### config.mk
export PLATFORM = sky130hd
export DESIGN_NAME = wb_mul_master
export DESIGN_NICKNAME = d
export VERILOG_FILES = /design/src/rtl/wb_mul_master.sv
export SDC_FILE = /design/constraint.sdc
export NUM_CORES = 1
export LEC_CHECK = 0
export CAP_MARGIN = 20
export CORE_UTILIZATION = 31
export CTS_CLUSTER_DIAMETER = 150
export DETAILED_ROUTE_END_ITERATION = 10
export PLACE_DENSITY_LB_ADDON = 0.1
export SLEW_MARGIN = 40
export SYNTH_ARGS = -nofsm -noshare
export SYNTH_HDL_FRONTEND = slang
export SYNTH_SLANG_ARGS = --single-unit
### constraint.sdc
create_clock -name wb_clk_i -period 1.85 [get_ports wb_clk_i]
set_input_delay 0.185 -clock wb_clk_i [delete_from_list [all_inputs] [get_ports wb_clk_i]]
set_output_delay 0.185 -clock wb_clk_i [all_outputs]
set_load 0.02 [all_outputs]
### src/rtl/wb_mul_master.sv
// Wishbone classic-cycle initiator for the approximate multiplier.
// A start pulse writes operand A, writes operand B, reads the product
// back and reports completion with a one-cycle done pulse.
module wb_mul_master #(
  parameter logic [31:0] BASE_ADDR = 32'h3000_0000,
  parameter logic [31:0] A_OFF     = 32'h0,
  parameter logic [31:0] B_OFF     = 32'h4,
  parameter logic [31:0] RES_OFF   = 32'h8,
  parameter int unsigned TIMEOUT   = 255
) (
  input  logic        wb_clk_i,
  input  logic        wb_rst_i,
  input  logic        start_i,
  input  logic [15:0] op_a_i,
  input  logic [15:0] op_b_i,
  output logic        busy_o,
  output logic        done_o,
  output logic        err_o,
  output logic [31:0] result_o,
  output logic        wbm_cyc_o,
  output logic        wbm_stb_o,
  output logic        wbm_we_o,
  output logic [3:0]  wbm_sel_o,
  output logic [31:0] wbm_adr_o,
  output logic [31:0] wbm_dat_o,
  input  logic [31:0] wbm_dat_i,
  input  logic        wbm_ack_i
);

  localparam logic [31:0] ADR_A   = BASE_ADDR + A_OFF;
  localparam logic [31:0] ADR_B   = BASE_ADDR + B_OFF;
  localparam logic [31:0] ADR_RES = BASE_ADDR + RES_OFF;
  // Last wait-cycle count before the transfer is abandoned.
  localparam logic [15:0] TO_LAST = 16'(TIMEOUT - 1);

  typedef enum logic [2:0] {
    S_IDLE, S_WR_A, S_GAP_A, S_WR_B, S_GAP_B, S_RD, S_DONE
  } state_t;

  state_t      state_q, state_d;
  state_t      nxt;
  logic [15:0] a_q, a_d;
  logic [15:0] b_q, b_d;
  logic [15:0] cnt_q, cnt_d;
  logic        err_q, err_d;
  logic [31:0] res_q, res_d;
  logic        xfer;

  // State and datapath registers; synchronous reset clears everything.
  always_ff @(posedge wb_clk_i) begin
    if (wb_rst_i) begin
      state_q <= S_IDLE;
      a_q     <= '0;
      b_q     <= '0;
      cnt_q   <= '0;
      err_q   <= 1'b0;
      res_q   <= '0;
    end else begin
      state_q <= state_d;
      a_q     <= a_d;
      b_q     <= b_d;
      cnt_q   <= cnt_d;
      err_q   <= err_d;
      res_q   <= res_d;
    end
  end

  // Next-state logic and bus outputs decoded from the current state.
  always_comb begin
    state_d   = state_q;
    a_d       = a_q;
    b_d       = b_q;
    cnt_d     = cnt_q;
    err_d     = err_q;
    res_d     = res_q;
    nxt       = state_q;
    xfer      = 1'b0;
    done_o    = 1'b0;
    wbm_cyc_o = 1'b0;
    wbm_stb_o = 1'b0;
    wbm_we_o  = 1'b0;
    wbm_sel_o = 4'h0;
    wbm_adr_o = 32'h0;
    wbm_dat_o = 32'h0;

    case (state_q)
      S_IDLE: begin
        if (start_i) begin
          a_d     = op_a_i;
          b_d     = op_b_i;
          err_d   = 1'b0;
          cnt_d   = '0;
          state_d = S_WR_A;
        end
      end
      S_WR_A: begin
        xfer      = 1'b1;
        nxt       = S_GAP_A;
        wbm_we_o  = 1'b1;
        wbm_adr_o = ADR_A;
        wbm_dat_o = {16'h0, a_q};
      end
      S_GAP_A: begin
        cnt_d   = '0;
        state_d = S_WR_B;
      end
      S_WR_B: begin
        xfer      = 1'b1;
        nxt       = S_GAP_B;
        wbm_we_o  = 1'b1;
        wbm_adr_o = ADR_B;
        wbm_dat_o = {16'h0, b_q};
      end
      S_GAP_B: begin
        cnt_d   = '0;
        state_d = S_RD;
      end
      S_RD: begin
        xfer      = 1'b1;
        nxt       = S_DONE;
        wbm_adr_o = ADR_RES;
      end
      S_DONE: begin
        done_o  = 1'b1;
        state_d = S_IDLE;
      end
      default: state_d = S_IDLE;
    endcase

    // Shared transfer handshake: ack beats the timeout in the same cycle.
    if (xfer) begin
      wbm_cyc_o = 1'b1;
      wbm_stb_o = 1'b1;
      wbm_sel_o = 4'hF;
      if (wbm_ack_i) begin
        state_d = nxt;
        cnt_d   = '0;
        if (state_q == S_RD) res_d = wbm_dat_i;
      end else if (cnt_q == TO_LAST) begin
        state_d = S_DONE;
        err_d   = 1'b1;
        cnt_d   = '0;
      end else begin
        cnt_d = cnt_q + 16'd1;
      end
    end
  end

  assign busy_o   = (state_q != S_IDLE) && (state_q != S_DONE);
  assign err_o    = err_q;
  assign result_o = res_q;

endmodule

==> flow_summary.ini <==
[clocking]
clkTransAtPathRegs_ns = 0.06
cts_tree = built
cts_buffer_depth = 2
cts_made_buffers = 9
clkLatencyLatePin_ns = 0.34
clock-sinks = 84
h-tree-depth = 3
cts_root_buffer = clkbuf_16

[yosys]
yosys_register_bits = 84
synth_cells = 511
synthArstFlopShare_pct = 0
syn_avg_cell_area_um2 = 7.71
seq_area_frac_synth_pct = 42.7
synth_edf_count = 0
synth_ff_type = dfxtp_1
yosysWarnings = 0
synthesis.area_um2 = 3940
synth.distinct_cells = 43

[detailed_routing]
routed_wirelength_um = 10600
vias_per_cell = 4.59
ant_nets = 0
first_pass_iters = 6
vias = 3740
routedWlPerCell_um = 13.1
first_iter_violations = 106
drc = 0

[floorplanning]
die_w_um = 115
dieArea_um2 = 13200
initial_core_util_pct = 32.3
ios = 174
rows = 40
die_y_um = 115
core_um2 = 12200

[cells_and_area]
mostFrequentLayoutCell = nand2_1
antenna_cells = 0
syn_to_final_growth_pct = 43.3
drive_above_1_share_pct = 8.81
nNetsFinal = 712
mostFrequentLayoutCells = nand2_1 (141), clkdlybuf4s50_1 (99), dfxtp_1 (80)
fillers = 1215
fin_cells = 815

[timing]
hold_viol = 0
max_slew_margin_pct = 54.7
maxSlewViolCount = 0
tns_ns = 0
setup_viol = 0
fin_skew_ns = 0.00777
fmax_mhz = 570
min_period_ns = 1.75
finalCritPeriodShare_pct = 94.8
max_slew.worst_pin.slew_ns = 0.680
rsz0062_at_grt = no

[global_routing]
grt_overflow = 0
grt_pass1_vias = 3428
grt_pass1_wl_um = 16800
antenna_found_initial = 0
track_usage_pct = 16.2
grt_max_degree = 63

[critical_path]
crit_type = reg -> out
endpoint_kind = output port
start_kind = flip-flop
crit_fanout = 8
crit_arrival_ns = 1.57
required_ns = 1.66

[run_status]
outcome = finished clean

[power]
power.leakage_nw = 2.17
p_comb_share_pct = 15.0
clkPwrFrac_pct = 41.3
switching_share_pct = 26.3
ir_drop_mv = 0.338
power_density_nw_per_um2 = 771
p_seq_share_pct = 43.7
intPower_mw = 3.21
netSwitchingPower_mw = 1.14

[worst_hold_path]
hold_class = in -> reg

[placement]
dp.cells = 798
numPortBuffers = 129
gp_congestion = 0.791
hpwl_um = 7500

[run]
maxCapViolCount = 0
==> timing repair <==
item                       in CTS  in global routing
gates resized for setup        30                 11
gates cloned                    0                  1
hold buffers                    0                  0
setup endpoints to repair      29                 25
pin swaps                       0                  1
buffers inserted                0                  0
==> per-layer routing <==
metal / up-vias / wire [um] / GRT usage, %
met4: 0 / 194 / 6.15
li1: 1864 / - / -
met2: 146 / 4890 / 25.1
met3: 17 / 913 / 6.35
met1: 1713 / 4640 / 20.2
met5: - / 0 / 0
==> synth_stat cells, drive strengths merged (2+ instances only) <==
| cell type | count | area share (%) |
|---|---|---|
| a211oi | 2 | 0.38 |
| a21boi | 2 | 0.48 |
| a21oi | 76 | 9.7 |
| a31oi | 4 | 0.64 |
| and2 | 3 | 0.48 |
| and3 | 3 | 0.48 |
| and4 | 4 | 0.89 |
| buf | 60 | 11 |
| clkbuf | 21 | 2.0 |
| dfxtp | 84 | 43 |
| ha | 2 | 0.64 |
| inv | 6 | 0.57 |
| mux2i | 17 | 4.3 |
| nand2 | 141 | 13 |
| nand2b | 5 | 0.98 |
| nand3 | 10 | 1.3 |
| nand4 | 4 | 0.79 |
| nor2 | 28 | 2.9 |
| nor3 | 3 | 0.38 |
| o211ai | 2 | 0.38 |
| o21ai | 12 | 1.5 |
| or3 | 8 | 1.3 |
| or3b | 2 | 0.51 |
==> power by group through the flow <==
stage / logic [mW] / registers, mW / clock network, mW
floorplan: 0.449 / 1.93 / 0
global placement: 0.676 / 1.94 / 0
detailed placement: 0.679 / 1.94 / 0
CTS: 0.656 / 1.90 / 1.85
global route: 0.718 / 1.91 / 1.92
finish: 0.652 / 1.90 / 1.80
==> final timing paths <==
check	startpoint	to	slack (ns)	cells after the start
setup / recovery	state_q[2]	busy_o	0.1	3
hold / removal	wb_rst_i	a_q[2]	0.27	3
setup reg to reg	state_q[0]	cnt_q[15]	0.12	8
hold reg to reg	result_o[31]	result_o[31]	0.45	2
==> through the flow <==
stage	setup WS, ns	hold WS (ns)	total power, mW	area, um^2	util, %
after floorplan	0.0119	0.321	2.38	4100	-
after global placement	0.0855	0.441	2.61	5350	43.8
after detailed placement	0.0401	0.448	2.62	5350	43.8
after CTS	0.0137	0.256	4.40	5610	46.0
after global routing	0.00137	0.274	4.54	5640	46.2
final	0.0961	0.270	4.35	5640	46.2
==> sequential cells by signal, summed over array words and instances (netlist names) <==
| register | cells |
|---|---|
| state_q | 3 |
| result_o | 32 |
| cnt_q | 16 |
| b_q | 16 |
| err_o | 1 |
| a_q | 16 |
==> worst max-delay path: stages, from the launching register on <==
cell	delay (ns)
dfxtp_2	0.37
nor2b_2	0.18
or3_1	0.36
dlygate4sd2_1	0.33
==> cells by family after synthesis <==
family                   share of synthesized area (%)
XOR/XNOR                                         0.222
multiplexers                                      4.32
flip-flops                                        42.7
AO/OA/AOI/OAI                                     14.1
buffers and inverters                             13.5
adder cells (fa/ha/maj)                          0.635
AND/OR/NAND/NOR                                   24.4
other                                           0.0952
==> layout make-up <==
class / instances / area, um^2 / area share (%)
clock buffers: 11 / 233 / 4.12
clock inverters: 5 / 61.3 / 1.09
repair buffers: 157 / 1510 / 26.8
inverters: 6 / 22.5 / 0.399
multi-input cells: 384 / 1910 / 33.9
well taps: 168 / 210 / 3.73
flip-flops and latches: 84 / 1690 / 29.9
Power figures use the tool's default switching activity.
